File: src/rtl/tile_pkg.sv
// tile_pkg: tile-map geometry, the queued update record and the writer FSM states.
package tile_pkg;
    localparam int TILES     = 4800;
    localparam int TILE_COLS = 80;
    localparam int TILE_ROWS = 60;
    localparam int ADDR_W    = 13;
    localparam int ID_W      = 6;

    typedef struct packed {
        logic [ADDR_W-1:0] addr;
        logic [ID_W-1:0]   tile;
    } tile_upd_t;

    typedef enum logic [1:0] {IDLE, ARMED, ISSUE} tw_state_e;
endpackage

File: src/rtl/tile_fifo.sv
// tile_fifo: DEPTH-entry FIFO of tile updates; read data is the current head, combinationally.
module tile_fifo
    import tile_pkg::*;
#(
    parameter int DEPTH = 16
) (
    input  logic                   clk,
    input  logic                   reset_n,
    input  logic                   push,
    input  logic                   pop,
    input  tile_upd_t              wdata,
    output tile_upd_t              rdata,
    output logic                   full,
    output logic                   empty,
    output logic [$clog2(DEPTH):0] level
);
    localparam int AW = $clog2(DEPTH);

    tile_upd_t     mem_q [DEPTH];
    logic [AW-1:0] wptr_q, wptr_d, rptr_q, rptr_d;
    logic [AW:0]   cnt_q, cnt_d;
    logic          do_push, do_pop;

    assign full    = cnt_q == (AW+1)'(DEPTH);
    assign empty   = cnt_q == '0;
    assign level   = cnt_q;
    assign rdata   = mem_q[rptr_q];
    assign do_push = push && !full;
    assign do_pop  = pop && !empty;

    always_comb begin
        wptr_d = do_push ? wptr_q + AW'(1) : wptr_q;
        rptr_d = do_pop ? rptr_q + AW'(1) : rptr_q;
        cnt_d  = cnt_q + (AW+1)'(do_push) - (AW+1)'(do_pop);
    end

    always_ff @(posedge clk or negedge reset_n) begin
        if (!reset_n) begin
            wptr_q <= '0;
            rptr_q <= '0;
            cnt_q  <= '0;
        end else begin
            wptr_q <= wptr_d;
            rptr_q <= rptr_d;
            cnt_q  <= cnt_d;
        end
    end

    // Storage needs no reset: emptiness is tracked by the pointers and count alone.
    always_ff @(posedge clk) begin
        if (do_push) mem_q[wptr_q] <= wdata;
    end
endmodule

File: src/rtl/tile_update_writer.sv
// tile_update_writer: queues tile updates and writes them to the display bus at the start of vblank.
// Define TILE_WRITER_STATS_EN to count discarded out-of-range requests in drop_count.
module tile_update_writer
    import tile_pkg::ADDR_W, tile_pkg::ID_W, tile_pkg::tile_upd_t, tile_pkg::tw_state_e;
    import tile_pkg::IDLE, tile_pkg::ARMED, tile_pkg::ISSUE;
#(
    parameter int DEPTH     = 16,
    parameter int MAX_BURST = 256,
    parameter int TILES     = 4800
) (
    input  logic                   clk,
    input  logic                   reset_n,
    input  logic                   in_valid,
    output logic                   in_ready,
    input  logic [12:0]            in_addr,
    input  logic [5:0]             in_tile,
    input  logic                   vga_vs,
    output logic                   chipselect,
    output logic                   write,
    output logic [12:0]            address,
    output logic [15:0]            writedata,
    output logic [$clog2(DEPTH):0] level,
    output logic                   busy,
    output logic [15:0]            drop_count
);
    localparam int CW = $clog2(MAX_BURST + 1);

    tw_state_e         state_q, state_d;
    logic [CW-1:0]     cnt_q, cnt_d;
    logic [ADDR_W-1:0] addr_q, addr_d;
    logic [ID_W-1:0]   tile_q, tile_d;
    logic              cs_q, vs_q, rdy_q;
    logic              full, empty, push, pop, vb_start;
    tile_upd_t         head;

    assign in_ready   = rdy_q && !full;
    assign push       = in_valid && in_ready && (in_addr < ADDR_W'(TILES));
    assign vb_start   = vs_q && !vga_vs;
    assign chipselect = cs_q;
    assign write      = cs_q;
    assign address    = addr_q;
    assign writedata  = {10'b0, tile_q};
    assign busy       = !empty || state_q != IDLE;

    tile_fifo #(.DEPTH(DEPTH)) u_fifo (
        .clk     (clk),
        .reset_n (reset_n),
        .push    (push),
        .pop     (pop),
        .wdata   ({in_addr, in_tile}),
        .rdata   (head),
        .full    (full),
        .empty   (empty),
        .level   (level)
    );

    // The first pop happens on the vb_start edge itself so the strobe follows in the next cycle.
    always_comb begin
        state_d = state_q;
        cnt_d   = cnt_q;
        pop     = 1'b0;
        case (state_q)
            IDLE:  state_d = empty ? IDLE : ARMED;
            ARMED: if (vb_start) begin
                state_d = ISSUE;
                pop     = 1'b1;
                cnt_d   = CW'(1);
            end
            ISSUE: if (empty) state_d = IDLE;
                   else if (cnt_q == CW'(MAX_BURST)) state_d = ARMED;
                   else begin
                       pop   = 1'b1;
                       cnt_d = cnt_q + CW'(1);
                   end
            default: state_d = IDLE;
        endcase
        addr_d = pop ? head.addr : addr_q;
        tile_d = pop ? head.tile : tile_q;
    end

    always_ff @(posedge clk or negedge reset_n) begin
        if (!reset_n) begin
            state_q <= IDLE;
            cnt_q   <= '0;
            addr_q  <= '0;
            tile_q  <= '0;
            cs_q    <= 1'b0;
            vs_q    <= 1'b0;
            rdy_q   <= 1'b0;
        end else begin
            state_q <= state_d;
            cnt_q   <= cnt_d;
            addr_q  <= addr_d;
            tile_q  <= tile_d;
            cs_q    <= pop;
            vs_q    <= vga_vs;
            rdy_q   <= 1'b1;
        end
    end

`ifdef TILE_WRITER_STATS_EN
    logic [15:0] drop_q, drop_d;

    always_comb begin
        drop_d = (in_valid && in_ready && in_addr >= ADDR_W'(TILES) && drop_q != 16'hFFFF)
                 ? drop_q + 16'd1 : drop_q;
    end

    always_ff @(posedge clk or negedge reset_n) begin
        if (!reset_n) drop_q <= '0;
        else drop_q <= drop_d;
    end

    assign drop_count = drop_q;
`else
    assign drop_count = '0;
`endif
endmodule

File: config.mk
export PLATFORM = sky130hd
export DESIGN_NAME = tile_update_writer
export DESIGN_NICKNAME = d
export VERILOG_FILES = /design/src/rtl/tile_pkg.sv /design/src/rtl/tile_fifo.sv /design/src/rtl/tile_update_writer.sv
export SDC_FILE = /design/constraint.sdc
export NUM_CORES = 1
export LEC_CHECK = 0
export CAP_MARGIN = 20
export CORE_MARGIN = 3
export CORE_UTILIZATION = 54
export DETAILED_ROUTE_END_ITERATION = 10
export PLACE_DENSITY = 0.82
export SLEW_MARGIN = 20
export SYNTH_ARGS = -nofsm -noshare
export SYNTH_HDL_FRONTEND = slang
export SYNTH_SLANG_ARGS = --single-unit
File: constraint.sdc
create_clock -name clk -period 2.65 [get_ports clk]
set_input_delay 0.265 -clock clk [delete_from_list [all_inputs] [get_ports clk]]
set_output_delay 0.265 -clock clk [all_outputs]
set_load 0.005 [all_outputs]
==> summary.md <==
| Metric | Value |
|---|---|
| Routed WL | about 31,000 µm |
| Ant diodes | 0 |
| Layout cells sized above 1 | 0.292 |
| Leak Pwr | slightly below 6 nW |
| Net Sw Power | between 0.004 and 0.005 W |
| Starting Density | 0.553 |
| Total gr overflow | 0 |
| Total power | 0.0169 W |
| Final Max Slew Viols | 0 |
| Critical path class | flip-flop to flip-flop |
| Combinational share of power | 0.302 |
| Smallest setup slack after layout | -0.0704 ns |
| Largest net degree at the start of global routing | 43 |
| Sink Count | 350 |
| Clock power frac | 0.292 |
| Final nets | around 900 |
| M1 WL | ~12,000 µm |
| Gpl congestion | ~0.8 |
| Clk buf depth | 3 |
| Die W | 167 µm |
| Post-Syn Area | roughly 0.014 mm² |
| VDD IR max | between 700 and 800 µV |
| Avg Synthesized Cell Area | about 20 µm² |
| Total GRT Usage | 0.224 |
| Antenna Violating Nets Remaining | 0 |
| Status | finished with violations |
| First-pass GRT wire length | between 40,000 and 50,000 µm |
| Fin crit period | roughly 2.7 ns |
| Worst path required time | between 3 and 4 ns |
| Number of global-route vias before repair | 7,545 |
| Htree depth | 2 |
| Core Area | 0.0253 mm² |
| Ports | 77 |
| Worst-path clk slew | 0.06 ns |
| Area of the multi-input gates | around 0.0034 mm² |
| Initial DRC Count | 760 |
| Die ar. | 0.0279 mm² |
| Top Metal Used | met4 |
| Initial antenna violation count | 0 |
| CTS buffer count | 36 |
| Slowest CP cell | or4bb_4 |
| Fill cells | ~1,600 |
| Switching fraction of total power | 0.287 |
| Seq cells post-synth | 350 |
| Final Cycle Share | 1.03 |
| Synth warn | 0 |
| Sequential share of power | 0.405 |
| Cells after Synth | between 700 and 800 |
| DRC | 0 |
| Mean number of vias per cell | 6.04 |
| Commonest non-fill, non-tap cell in the layout | edfxtp_1 |
| CP Launch Type | flip-flop |
| Hold crit path type | input pin to flip-flop |
| Cells after DPL | 1,134 |
| DRT Pass-1 Iters | 5 |
| Sequential Area | ~0.010 mm² |
| CTS Root Cell | clkbuf_16 |
| Buffers added on ports | 50 |
| Slowest Stage Delay on Critical Path | about 0.47 ns |
| Failing checks | setup timing |
| Most frequent cells in the layout | edfxtp_1, mux4_2, buf_4 |
| Seq/Total Area, Yosys | 0.734 |
| DR WL met2 | around 16,000 µm |
| Chip Height | roughly 170 µm |
| Row count | between 50 and 60 |
| WL per Instance | 26.2 µm |
| Final Skew | 0.0305 ns |
| Number of setup violations in the final report | 2 |
| Main flop type after synthesis | edfxtp_1 |
| FMAX | roughly 0.37 GHz |
| Final Hold Fails | 0 |
| P&R area growth vs syn | 19.0% |
| Setup tns final | -0.106 ns |
| Clk_lat worst skew | 0.53 ns |
| Pwr/cell area | between 1000 and 1500 mW/mm² |
| Max-cap viol count | 0 |
| Post-DP HPWL | about 19,000 µm |
| RSZ-0062 raised after global routing | true |
| Met3 wire length | between 2000 and 3000 µm |
| P_int | between 0.01 and 0.015 W |
| Post-synth ARST share | 0.131 |
| Non-filler instance count after layout | 1,201 |
| WP data arrival | 3.10 ns |
| Slew headroom | 0.435 |
| Finished Core Util | 0.658 |
| Vias | approximately 7,300 |
| Cell Chain, Critical Path | inv_2, ha_4, or4bb_4, o21ai_4, a21oi_2, ha_1, inv_1, ha_2, inv_2, fa_2, inv_1, a21oi_1, nor2_1, nor2_1, xnor2_1 |
| CTS tree | done |
| Number of library cell types mapped by synthesis | 53 |
| Number of synthesized flops with an enable pin | between 300 and 400 |
| CP endpoint kind | flip-flop |
| CP max FO | 2 |
| Worst-Margin Slew | ~0.85 ns |
## critical path: cells and delay by family (launching register included)
| kind | cells | cell delay (ns) |
|---|---|---|
| AND/OR/NAND/NOR | 3 | 0.63 |
| XOR/XNOR | 1 | 0.11 |
| flip-flops | 1 | 0.39 |
| buffers and inverters | 4 | 0.27 |
| adder cells (fa/ha/maj) | 4 | 0.92 |
| AO/OA/AOI/OAI | 3 | 0.30 |
## per-layer routing
metal / global-route usage / up-vias
met3: 0.0475 / 51
met1: 0.301 / 3739
li1: - / 3065
met2: 0.373 / 398
met4: 0.0674 / 0
met5: 0 / -
## synth_stat cells, types with 2 or more instances
| cell type | number | share of area |
|---|---|---|
| edfxtp_1 | 304 | 0.65 |
| mux4_2 | 76 | 0.12 |
| dfrtp_1 | 46 | 0.082 |
| a22oi_1 | 38 | 0.020 |
| buf_4 | 30 | 0.016 |
| nand2_1 | 29 | 0.0078 |
| inv_1 | 25 | 0.0067 |
| ha_1 | 18 | 0.016 |
| nor2_1 | 17 | 0.0046 |
| clkbuf_1 | 13 | 0.0035 |
| mux2_2 | 12 | 0.0096 |
| xnor2_1 | 11 | 0.0069 |
| mux2_4 | 8 | 0.0086 |
| a21oi_1 | 7 | 0.0025 |
| buf_2 | 7 | 0.0025 |
| and2_1 | 6 | 0.0027 |
| nand3_1 | 6 | 0.0021 |
| a211oi_1 | 4 | 0.0021 |
| nor3_1 | 4 | 0.0014 |
| o21ai_0 | 4 | 0.0014 |
| a21o_1 | 3 | 0.0016 |
| buf_12 | 3 | 0.0043 |
| buf_6 | 3 | 0.0024 |
| conb_1 | 2 | 0.00054 |
| nand4_1 | 2 | 0.00089 |
| nor2b_1 | 2 | 0.00089 |
| or3_1 | 2 | 0.00089 |
| xor2_1 | 2 | 0.0013 |
## final cells by class
| class | count | share of cell area |
|---|---|---|
| flip-flops and latches | 350 | 0.617 |
| inverters | 25 | 0.00563 |
| repair buffers | 129 | 0.0774 |
| multi-input cells | 302 | 0.206 |
| well taps | 330 | 0.0248 |
| clock inverters | 13 | 0.00878 |
| clock buffers | 52 | 0.0608 |
## power by group through the flow
stage	clock network (W)	logic, W	registers (W)
3_3_place_gp	0	0.00484	0.00691
3_5_place_dp	0	0.00500	0.00693
4_1_cts	0.00499	0.00509	0.00683
2_1_floorplan	0	0.00334	0.00678
5_1_grt	0.00523	0.00549	0.00690
6_report	0.00493	0.00511	0.00685
## cells by family (layout without fill, tap and decap cells)
family,Yosys count,count (layout),synth area share
mux,98,98,0.142
flops,350,350,0.734
compound gates,66,66,0.0345
simple gates,79,79,0.0281
other cells,2,27,0.000536
fa+ha+maj,19,19,0.0175
xor+xnor,13,13,0.00813
buf+inv,82,219,0.0357
## worst paths after layout
kind,from,end,slack (ns),cells after the start
max in group asynchronous,reset_n,cnt_q[2],1.57,3
max,cnt_q[0],u_fifo.level[4],-0.07,15
min reg2reg,tile_q[4],tile_q[4],0.50,1
min in group asynchronous,reset_n,u_fifo.wptr_q[2],0.39,2
max reg2reg,cnt_q[0],u_fifo.level[4],-0.07,15
min,vga_vs,vs_q,0.23,1
## sequential cells by signal, indices dropped and copies added (netlist names)
register       count
u_fifo.level       5
chipselect         1
address           13
vs_q               1
u_fifo.rptr_q      4
cnt_q              9
state_q            2
u_fifo.wptr_q      4
tile_q             6
u_fifo.mem_q     304
rdy_q              1
## through the flow
step                hold slack, ns  setup slack, ns  instance area [µm²]
floorplan                  -0.0306           -0.427                14100
global placement             0.431           0.0423                15500
detailed placement           0.426          -0.0470                15500
CTS                          0.224          -0.0915                16600
global route                 0.245           -0.179                16700
finish                       0.235          -0.0704                16700
## repair_timing
item,4_1_cts,5_1_grt
setup buffers,0,1
resized for setup,0,9
hold endpoints to repair,31,0
hold buffers,1,0
endpoints found under the setup margin,1,16
Note: power is estimated with default switching activity, not from simulation.
